File: src/rtl/bus_read_sequencer_if.sv
// bus_read_sequencer_if: load-path request, per-slave ready and read-data multiplexer signals.
interface bus_read_sequencer_if #(
  parameter int NrOfBits = 32,
  parameter int AddrBits = 32
);
  logic                Req;
  logic [AddrBits-1:0] Addr;
  logic [7:0]          Ready;
  logic [NrOfBits-1:0] MuxData;
  logic [2:0]          MuxSel;
  logic                MuxEnable;
  logic [7:0]          SlaveStrobe;
  logic                Busy;
  logic                Done;
  logic                Error;
  logic [NrOfBits-1:0] RdData;
  modport master (
    input  Req, Addr, Ready, MuxData,
    output MuxSel, MuxEnable, SlaveStrobe, Busy, Done, Error, RdData
  );
  modport slave (
    output Req, Addr, Ready, MuxData,
    input  MuxSel, MuxEnable, SlaveStrobe, Busy, Done, Error, RdData
  );
endinterface

File: src/rtl/bus_read_sequencer.sv
// bus_read_sequencer: one peripheral read at a time with a ready timeout.
module bus_read_sequencer #(
  parameter int NrOfBits      = 32,
  parameter int AddrBits      = 32,
  parameter int SelLsb        = 12,
  parameter int TimeoutCycles = 16
) (
  input logic                   Clock,
  input logic                   Reset_n,
  bus_read_sequencer_if.master  bus
);
  typedef enum logic {sIdle, sWait} stateType;
  localparam logic [7:0] LastCount = 8'(TimeoutCycles - 1);
  stateType   state;
  logic [7:0] count;
  logic       hit;
  assign hit = bus.Ready[bus.MuxSel];
  // MuxSel doubles as the latched slave index for the whole access.
  always_ff @(posedge Clock or negedge Reset_n)
    if (!Reset_n) begin
      state           <= sIdle;
      count           <= '0;
      bus.MuxSel      <= '0;
      bus.MuxEnable   <= 1'b0;
      bus.SlaveStrobe <= '0;
      bus.Busy        <= 1'b0;
      bus.Done        <= 1'b0;
      bus.Error       <= 1'b0;
      bus.RdData      <= '0;
    end else begin
      bus.Done <= 1'b0;
      if (state == sIdle) begin
        if (bus.Req) begin
          state           <= sWait;
          count           <= '0;
          bus.MuxSel      <= bus.Addr[SelLsb+2:SelLsb];
          bus.MuxEnable   <= 1'b1;
          bus.SlaveStrobe <= 8'b1 << bus.Addr[SelLsb+2:SelLsb];
          bus.Busy        <= 1'b1;
        end
      end else if (hit || count == LastCount) begin
        state           <= sIdle;
        bus.MuxEnable   <= 1'b0;
        bus.SlaveStrobe <= '0;
        bus.Busy        <= 1'b0;
        bus.Done        <= 1'b1;
        bus.Error       <= !hit;
        bus.RdData      <= hit ? bus.MuxData : '0;
      end else
        count <= count + 8'd1;
    end
endmodule

File: src/flat_wrapper.sv
// flat-port wrapper written by rule: the top's interface ports become plain ports
module bus_read_sequencer_flat 
#(
  parameter int NrOfBits      = 32,
  parameter int AddrBits      = 32,
  parameter int SelLsb        = 12,
  parameter int TimeoutCycles = 16
)
  (Clock, Reset_n, bus_Req, bus_Addr, bus_Ready, bus_MuxData, bus_MuxSel, bus_MuxEnable, bus_SlaveStrobe, bus_Busy, bus_Done, bus_Error, bus_RdData);
  bus_read_sequencer_if #(.NrOfBits(NrOfBits), .AddrBits(AddrBits)) bus_i ();
  input logic Clock;
  input logic Reset_n;
  input wire logic [$bits(bus_i.Req)-1:0] bus_Req;
  input wire logic [$bits(bus_i.Addr)-1:0] bus_Addr;
  input wire logic [$bits(bus_i.Ready)-1:0] bus_Ready;
  input wire logic [$bits(bus_i.MuxData)-1:0] bus_MuxData;
  output wire logic [$bits(bus_i.MuxSel)-1:0] bus_MuxSel;
  output wire logic [$bits(bus_i.MuxEnable)-1:0] bus_MuxEnable;
  output wire logic [$bits(bus_i.SlaveStrobe)-1:0] bus_SlaveStrobe;
  output wire logic [$bits(bus_i.Busy)-1:0] bus_Busy;
  output wire logic [$bits(bus_i.Done)-1:0] bus_Done;
  output wire logic [$bits(bus_i.Error)-1:0] bus_Error;
  output wire logic [$bits(bus_i.RdData)-1:0] bus_RdData;
  assign bus_i.Req = bus_Req;
  assign bus_i.Addr = bus_Addr;
  assign bus_i.Ready = bus_Ready;
  assign bus_i.MuxData = bus_MuxData;
  assign bus_MuxSel = bus_i.MuxSel;
  assign bus_MuxEnable = bus_i.MuxEnable;
  assign bus_SlaveStrobe = bus_i.SlaveStrobe;
  assign bus_Busy = bus_i.Busy;
  assign bus_Done = bus_i.Done;
  assign bus_Error = bus_i.Error;
  assign bus_RdData = bus_i.RdData;
  bus_read_sequencer #(.NrOfBits(NrOfBits), .AddrBits(AddrBits), .SelLsb(SelLsb), .TimeoutCycles(TimeoutCycles)) u_core (.Clock(Clock), .Reset_n(Reset_n), .bus(bus_i));
endmodule
File: config.mk
export PLATFORM = sky130hd
export DESIGN_NAME = bus_read_sequencer_flat
export DESIGN_NICKNAME = d
export VERILOG_FILES = /design/src/rtl/bus_read_sequencer_if.sv /design/src/rtl/bus_read_sequencer.sv /design/src/flat_wrapper.sv
export SDC_FILE = /design/constraint.sdc
export NUM_CORES = 1
export LEC_CHECK = 0
export CAP_MARGIN = 10
export CORE_MARGIN = 2
export CORE_UTILIZATION = 42
export DETAILED_ROUTE_END_ITERATION = 7
export PLACE_DENSITY = 0.78
export SKIP_CTS_REPAIR_TIMING = 1
export SYNTH_ARGS = -nofsm -noshare
export SYNTH_HDL_FRONTEND = slang
export SYNTH_SLANG_ARGS = --single-unit
File: constraint.sdc
create_clock -name Clock -period 2.2 [get_ports Clock]
set_clock_uncertainty 0.2 [all_clocks]
set_input_delay 0.44 -clock Clock [delete_from_list [all_inputs] [get_ports Clock]]
set_output_delay 0.44 -clock Clock [all_outputs]
set_load 0.05 [all_outputs]
### After elaboration in Yosys (flattened, before gate mapping)

Cells that the tools add are included.

* register bits: 55
* logic and storage cells: 39

* add/sub/neg operators: 1
* $lt $le $gt $ge: 1
* equal/unequal tests: 3
* shift operators: 1
* mux-type cells: 17
* bitwise operators: 1
* reduce and logical (&&, ||, !) cells: 7

Operators by type and width (count)
* 8-bit 2-to-1 mux: 6
* 32-bit 2-to-1 mux: 1
* 1-bit 2-to-1 mux: 9
* 8-bit by 1-bit adder with 8-bit output (second input constant): 1
* 8-bit by 4-bit equality test with 1-bit output (second input constant): 1
* 2-bit AND reduction: 4
* 1-bit by 3-bit << shifter with 8-bit output (first input constant): 1
* 3-bit by 4-bit < comparator with 1-bit output (second input constant): 1
* 2-bit inequality test (second input constant): 2
* 1-bit binary-select mux with 3-bit select: 1
* 2-bit nonzero test: 1
* 1-bit zero test: 1
* 1-bit logical OR: 1
* 1-bit inverter: 1

### Logic depth before layout (Yosys ltp)

Gate-level depths: netlist of run 1.

* word-level depth: 5
* mapped depth: 8
* gate-level depth less buffers: 6

### Least setup slack after synthesis of run 1

Ideal clock, no wire load.

* kind: register to register
* start: reg u_core.bus.MuxSel[0]
* end: reg u_core.bus.RdData[0]
* setup time: 0.074 ns
* arrival time: 1.834 ns
* required time: 1.926 ns
* path slack: 0.092 ns
* cell stages (with the launch flop): 9
* buffers on the path: 3
* period minus slack after synthesis: 2.108 ns
* cells stage by stage: dfrtp_1 > buf_6 > mux2_4 > a2bb2oi_2 > nand4_2 > buf_8 > buf_8 > nand3_2 > o21ai_2

* longest elaborated chain between the ends: 4
* elaborated cells between the ends (all ways): 5
* those cells by class: mux: 3; reduce/logical: 2

RTL lines
* start: declaration: RTL line bus_read_sequencer_if.sv:19 `output MuxSel, MuxEnable, SlaveStrobe, Busy, Done, Error, RdData`
* start signal: assignment: RTL line bus_read_sequencer.sv:36 `bus.MuxSel <= bus.Addr[SelLsb+2:SelLsb];`
* 1-bit binary-select mux with 3-bit select (*): RTL line bus_read_sequencer.sv:17 `assign hit = bus.Ready[bus.MuxSel];`
* 1-bit 2-to-1 mux (implied by the code) (*): RTL line bus_read_sequencer.sv:17
* 1-bit logical OR: RTL line bus_read_sequencer.sv:41 `end else if (hit || count == LastCount) begin`
* 2-bit AND reduction (no source line)
* end signal: assignment: RTL line bus_read_sequencer.sv:48 `bus.RdData <= hit ? bus.MuxData : '0;`
* end: declaration: RTL line bus_read_sequencer_if.sv:19

Mark *: on every way between the ends. The rest lies on a longest branch, timed or not. The select of a mux whose other input is x is not followed.
A chain may end at the register's enable or synchronous reset.

### Final worst setup path of run 1

* start: reg u_core.bus.SlaveStrobe[6]
* end: out bus_SlaveStrobe[6]

RTL lines
* start: declaration: RTL line bus_read_sequencer_if.sv:19
* start signal: assignment: RTL line bus_read_sequencer.sv:38 `bus.SlaveStrobe <= 8'b1 << bus.Addr[SelLsb+2:SelLsb];`
* end: declaration: RTL line flat_wrapper.sv:19 `output wire logic [$bits(bus_i.SlaveStrobe)-1:0] bus_SlaveStrobe;`

No word-level cell between the ends.

==> flow_summary.json, run 1 <==
{
  "overflow": 0,
  "synth_top_area_cell": "dfrtp_1",
  "synth_cell_types": 34,
  "crit_type": "flop to output pin",
  "vias": 2091,
  "status": "finished clean",
  "dr.pass1.iters": 4,
  "preCtsSetupSlack_ns": -0.0757,
  "timing_hold_violations_final": 0,
  "critical_path_arrival_ns": 1.50,
  "cp.buffers_inverters": 1,
  "critical_path_required_ns": 1.56,
  "relSlewSlack": 0.649,
  "grt_setup_unrepaired": "no",
  "insertion_delay_ns": 0.30,
  "r2r_cells": 6,
  "synth_nets": 327,
  "grt_pass1_wl_mm": 9.54,
  "n_antenna_cell": 0,
  "startpoint_type": "flop",
  "cpMaxStageDelayCell": "clkdlybuf4s50_1",
  "ys_top_cells_by_count": "55 x dfrtp_1, 36 x inv_1, 30 x nand3_2",
  "ys_seq_elements": 55,
  "p_sw_uw": 2940,
  "placed_area_mm2": 0.00374,
  "pwr-share-clk": 0.125,
  "async_reset_ff_frac": 1.00,
  "synth_ff_type": "dfrtp_1",
  "drive_above_1_share": 0.248,
  "regToRegEndpoint": "u_core.count[1]",
  "area_growth_pct": 43.7,
  "max_stage_delay_ns": 0.83,
  "wire_per_inst_um": 13.2,
  "drc": 0,
  "ir_drop_mv": 0.897,
  "pwr-share-comb": 0.597,
  "start_util": 0.431,
  "htree_levels": 2,
  "ys_seq_area_frac": 0.509,
  "dp_hpwl_mm": 3.96,
  "path_delay_family": "buffers and inverters",
  "finalCritPeriodShare": 0.971,
  "dieArea_mm2": 0.00710,
  "seqPwrFrac": 0.278,
  "cp_cell_sequence": "clkdlybuf4s50_1",
  "die_w_um": 84.3,
  "grt_pass1_vias": 2052,
  "core_area_mm2": 0.00628,
  "antenna_found_initial": 0,
  "ys_warn_count": 0,
  "r2r-start": "u_core.bus.MuxSel[0]",
  "nNetsFinal": 422,
  "post-route-min-period_ns": 2.14,
  "synth.most_common_cell": "dfrtp_1",
  "worstHoldStart": "u_core.count[2]",
  "r2r_setup_slack_ns": 0.23,
  "yosysTopAreaCellShare": 0.509,
  "hold_path_end": "u_core.count[2]",
  "switching_share": 0.478,
  "synth-edff-count": 0,
  "power_density_mw_per_mm2": 1580,
  "fmax_mhz": 468,
  "die_y_um": 84.3,
  "worst_slew_pin_slew_ns": 0.525,
  "cts.sinks": 55,
  "viasPerCell": 4.93,
  "p_leak_uw": 0.00185,
  "whs_path_depth": 1,
  "clk_pin_slew_ns": 0.09,
  "antenna_left": 0,
  "netlist_top_cells_area": "dfrtp_1 51%, nand3_2 11%, o21ai_2 8.7%",
  "p_int_uw": 3210,
  "maxCapViolCount": 0,
  "syn_area_mm2": 0.00271,
  "cts_tree": "done",
  "numCtsBuffers": 5,
  "crit_path_end_kind": "output pin",
  "clk_path_buf_depth": 2,
  "syn_inst": 251,
  "grtUsageTotal": 0.164,
  "drt-total-wl_mm": 5.58,
  "setup-tns-final_ns": 0,
  "critPathMaxFanout": 2,
  "hold_class": "flop to flop",
  "root_buffer": "clkbuf_8",
  "routabilityCongestion": 0.798,
  "portBuffers": 92,
  "syn_area_per_cell_um2": 10.8,
  "drv_slew": 0,
  "num_io_pins": 122,
  "core.rowCount": 29,
  "setup_viol": 0,
  "grt_max_degree": 56,
  "setup_slack_ns": 0.0637,
  "first_iter_violations": 94,
  "final_area_mm2": 0.00389
}
==> how the worst max path moves through the flow <==
stage                                    startpoint                    to  slack, ns  cells after the start
after floorplan                u_core.bus.MuxSel[0]  u_core.bus.RdData[0]       0.09                      8
after global placement                 bus_Ready[6]       u_core.count[0]      -0.02                      7
after detailed placement               bus_Ready[6]       u_core.count[1]      -0.08                      7
after CTS                      u_core.bus.MuxEnable              bus_Busy      0.007                      1
after global routing      u_core.bus.SlaveStrobe[6]    bus_SlaveStrobe[6]      0.004                      1
final                     u_core.bus.SlaveStrobe[6]    bus_SlaveStrobe[6]       0.06                      1
==> power by group through the flow <==
stage	Clock, uW	Combinational, uW	Sequential (uW)
after floorplan	0	1410	2900
after global placement	0	3630	1710
after detailed placement	0	3700	1730
after CTS	803	3710	1710
after global routing	837	3890	1760
final	771	3670	1710
==> cell families (layout without fill, tap and decap cells) <==
family,count (synthesis),after routing,share of synthesized area
buffers and inverters,52,148,0.0957
adder cells (fa/ha/maj),1,1,0.00462
AO/OA/AOI/OAI,47,47,0.135
AND/OR/NAND/NOR,85,85,0.214
XOR/XNOR,1,1,0.00324
multiplexers,10,10,0.0389
flip-flops,55,55,0.509
==> sequential cells by signal, summed over array words and instances, names as in the netlist <==
name / cells
u_core.bus.Done: 1
u_core.bus.Error: 1
u_core.bus.MuxEnable: 1
u_core.bus.MuxSel: 3
u_core.bus.RdData: 32
u_core.bus.SlaveStrobe: 8
u_core.count: 8
u_core.state: 1
==> through the flow <==
stage               hold slack (ns)  cells  power [uW]  utilization
floorplan                   -0.0556    251        4310            -
finish                        0.305    424        6140        0.619
detailed placement            0.263    415        5430        0.596
global route                  0.336    424        6490        0.619
CTS                         -0.0749    423        6220        0.617
global placement              0.259    415        5350        0.596
==> layout make-up <==
class                      count  area [um2]
sequential                    55        1380
multi-input combinational    144        1080
fill                         525        2390
timing repair buffer         104        1060
clock buffer                   6        72.6
tap                           77        96.3
inverter                      36         135
clock inverter                 2        60.1
==> routing by layer <==
| metal | wire, um | up-vias | part of all wire | global-route usage |
|---|---|---|---|---|
| met5 | 0 | - | 0 | 0 |
| met4 | 77 | 0 | 0.014 | 0.0425 |
| met3 | 278 | 9 | 0.050 | 0.0374 |
| met2 | 2730 | 57 | 0.49 | 0.275 |
| met1 | 2490 | 993 | 0.45 | 0.215 |
| li1 | - | 1032 | - | - |
==> layout by cell type, fill, tap and decap left out, types with 2 or more instances in the layout <==
| master | n |
|---|---|
| buf_12 | 5 |
| bufinv_16 | 2 |
| dlymetal6s2s_1 | 2 |
| clkbuf_8 | 5 |
| nor2b_1 | 2 |
| o22ai_1 | 6 |
| inv_1 | 36 |
| and3_1 | 5 |
| nand4_1 | 3 |
| o21ai_1 | 6 |
| o21ai_0 | 2 |
| nand3b_1 | 2 |
| nor3_1 | 2 |
| mux2i_1 | 9 |
| dfrtp_1 | 55 |
| buf_4 | 11 |
| nand3_2 | 31 |
| clkdlybuf4s50_1 | 84 |
| a31oi_1 | 2 |
| nand3_1 | 9 |
| nand2_1 | 25 |
| o21ai_2 | 27 |
No activity file was read; power rests on OpenSTA's default activity.
==> inputs of run 2 (changes only) <==
CAP_MARGIN = 20   (was 10)
==> results of run 2 <==
The final DEF is identical to that of run 1; final timing and power are the same.
==> inputs of run 3 (changes only) <==
CAP_MARGIN = 10   (was 20)
CORE_UTILIZATION = 25   (was 42)
PLACE_DENSITY = 0.5   (was 0.78)
clock period = 2.65 ns   (was 2.2 ns; I/O delays follow)
==> run 3 against run 2 <==
Hold slack got worse by 0.24 ns. Critical path depth unchanged. Sequential share of layout area decreased by 0.14 points. Utilization decreased by 24 points. Design area increased by 0.39%. Non-clock buffer count decreased by 4. Critical endpoint is now bus_MuxSel[0]. Highest routed layer is now met3.
==> flow_summary.json, run 3 (synthesized netlist as in run 1, its figures left out) <==
{
  "status": "finished clean",
  "root_buffer": "clkbuf_8",
  "wire_per_inst_um": 12.9,
  "cts.sinks": 55,
  "dr.pass1.iters": 4,
  "grt_pass1_wl_mm": 10.1,
  "fmax_mhz": 413,
  "core_area_mm2": 0.0104,
  "drc": 0,
  "preCtsSetupSlack_ns": 0.200,
  "nNetsFinal": 418,
  "largest_registers": "u_core.bus.RdData x32, u_core.bus.SlaveStrobe x8, u_core.count x8",
  "p_leak_uw": 0.00180,
  "htree_levels": 2,
  "setup_slack_ns": 0.226,
  "clk_path_buf_depth": 2,
  "insertion_delay_ns": 0.31,
  "antenna_left": 0,
  "cp_cell_sequence": "clkdlybuf4s50_1",
  "clk_pin_slew_ns": 0.10,
  "final_common_cell": "clkdlybuf4s50_1",
  "portBuffers": 92,
  "grt_max_degree": 34,
  "die_y_um": 108,
  "start_util": 0.260,
  "grt_pass1_vias": 2091,
  "viasPerCell": 4.22,
  "drt-total-wl_mm": 6.18,
  "critPathMaxFanout": 6,
  "critical_path_required_ns": 1.92,
  "fillers": 1060,
  "worst_slew_pin_slew_ns": 0.715,
  "grtUsageTotal": 0.108,
  "post-route-min-period_ns": 2.42,
  "setup-tns-final_ns": 0,
  "setup_viol": 0,
  "maxCapViolCount": 0,
  "multi_input_area_mm2": 0.00108,
  "crit_type": "flop to output pin",
  "power_density_mw_per_mm2": 1270,
  "num_io_pins": 122,
  "critical_path_arrival_ns": 1.69,
  "relSlewSlack": 0.523,
  "hold_class": "input port to async pin",
  "crit_path_end_kind": "output pin",
  "area_growth_pct": 44.3,
  "cp.buffers_inverters": 1,
  "grt_setup_unrepaired": "no",
  "drive_above_1_share": 0.227,
  "mostFrequentLayoutCells": "91 x clkdlybuf4s50_1, 55 x dfrtp_1, 36 x inv_1, 31 x nand3_2, 27 x o21ai_2",
  "antenna_found_initial": 0,
  "core.rowCount": 37,
  "dp_hpwl_mm": 4.51,
  "path_delay_family": "buffers and inverters",
  "routabilityCongestion": 0.782,
  "cts_tree": "done",
  "top_register": "u_core.bus.RdData",
  "numCtsBuffers": 5,
  "overflow": 0,
  "vias": 2021,
  "cpMaxStageDelayCell": "clkdlybuf4s50_1",
  "regArea_mm2": 0.00138,
  "largest_register_ffs": 32,
  "n_antenna_cell": 0,
  "first_iter_violations": 61,
  "drv_slew": 0,
  "finalCritPeriodShare": 0.915,
  "die_w_um": 108,
  "startpoint_type": "flop",
  "ir_drop_mv": 0.522,
  "max_stage_delay_ns": 0.86,
  "timing_hold_violations_final": 0,
  "dieArea_mm2": 0.0117
}
-- run 3: cell types whose count changed in the layout (fill, tap and decap cells not counted) --
cell,change
buf_12,-1
bufinv_16,-1
dlymetal6s2s_1,-2
clkdlybuf4s50_1,+7
dlygate4sd3_1,-1
inv_6,+1
buf_4,-7
-- run 3: area by class of cell --
class                   instances  share of cell area
flip-flops and latches         55               0.353
multi-input cells             144               0.278
repair buffers                100               0.263
well taps                     136              0.0436
inverters                      36              0.0346
clock buffers                   6              0.0186
clock inverters                 2             0.00994
-- run 3: worst paths after layout --
check | start | to | slack [ns] | cells after the start
worst max-delay path | u_core.bus.MuxSel[0] | bus_MuxSel[0] | 0.23 | 1
worst min-delay path | Reset_n | u_core.bus.Done | 0.06 | 1
worst max register to register | u_core.count[5] | u_core.bus.RdData[14] | 0.48 | 5
worst min register to register | u_core.count[2] | u_core.count[2] | 0.30 | 1
max in group asynchronous | Reset_n | u_core.bus.RdData[9] | 1.60 | 2
min in group Clock | u_core.count[2] | u_core.count[2] | 0.30 | 1
-- run 3: layer usage --
metal | routed length [um] | share of wire | GRT usage
met1 | 2980 | 0.48 | 0.152
met2 | 2840 | 0.46 | 0.171
met5 | 0 | 0 | 0
met3 | 350 | 0.057 | 0.0241
met4 | 0 | 0 | 0.0247
-- run 3: stage by stage --
stage | hold WS (ns) | instances | utilization | area (um2) | power [uW]
floorplan | 0.0344 | 251 | - | 2710 | 3580
global placement | 0.277 | 471 | 0.364 | 3790 | 4420
detailed placement | 0.287 | 471 | 0.364 | 3790 | 4450
CTS | 0.0769 | 479 | 0.375 | 3900 | 5040
global route | 0.104 | 479 | 0.375 | 3900 | 5260
finish | 0.0616 | 479 | 0.375 | 3900 | 4960
-- run 3: power by group --
| group | switching (uW) | leakage [uW] | total [uW] | internal [uW] |
|---|---|---|---|---|
| logic | 1900 | 0.00104 | 2960 | 1060 |
| registers | 264 | 0.000702 | 1430 | 1160 |
| clock network | 280 | 0.0000558 | 566 | 286 |
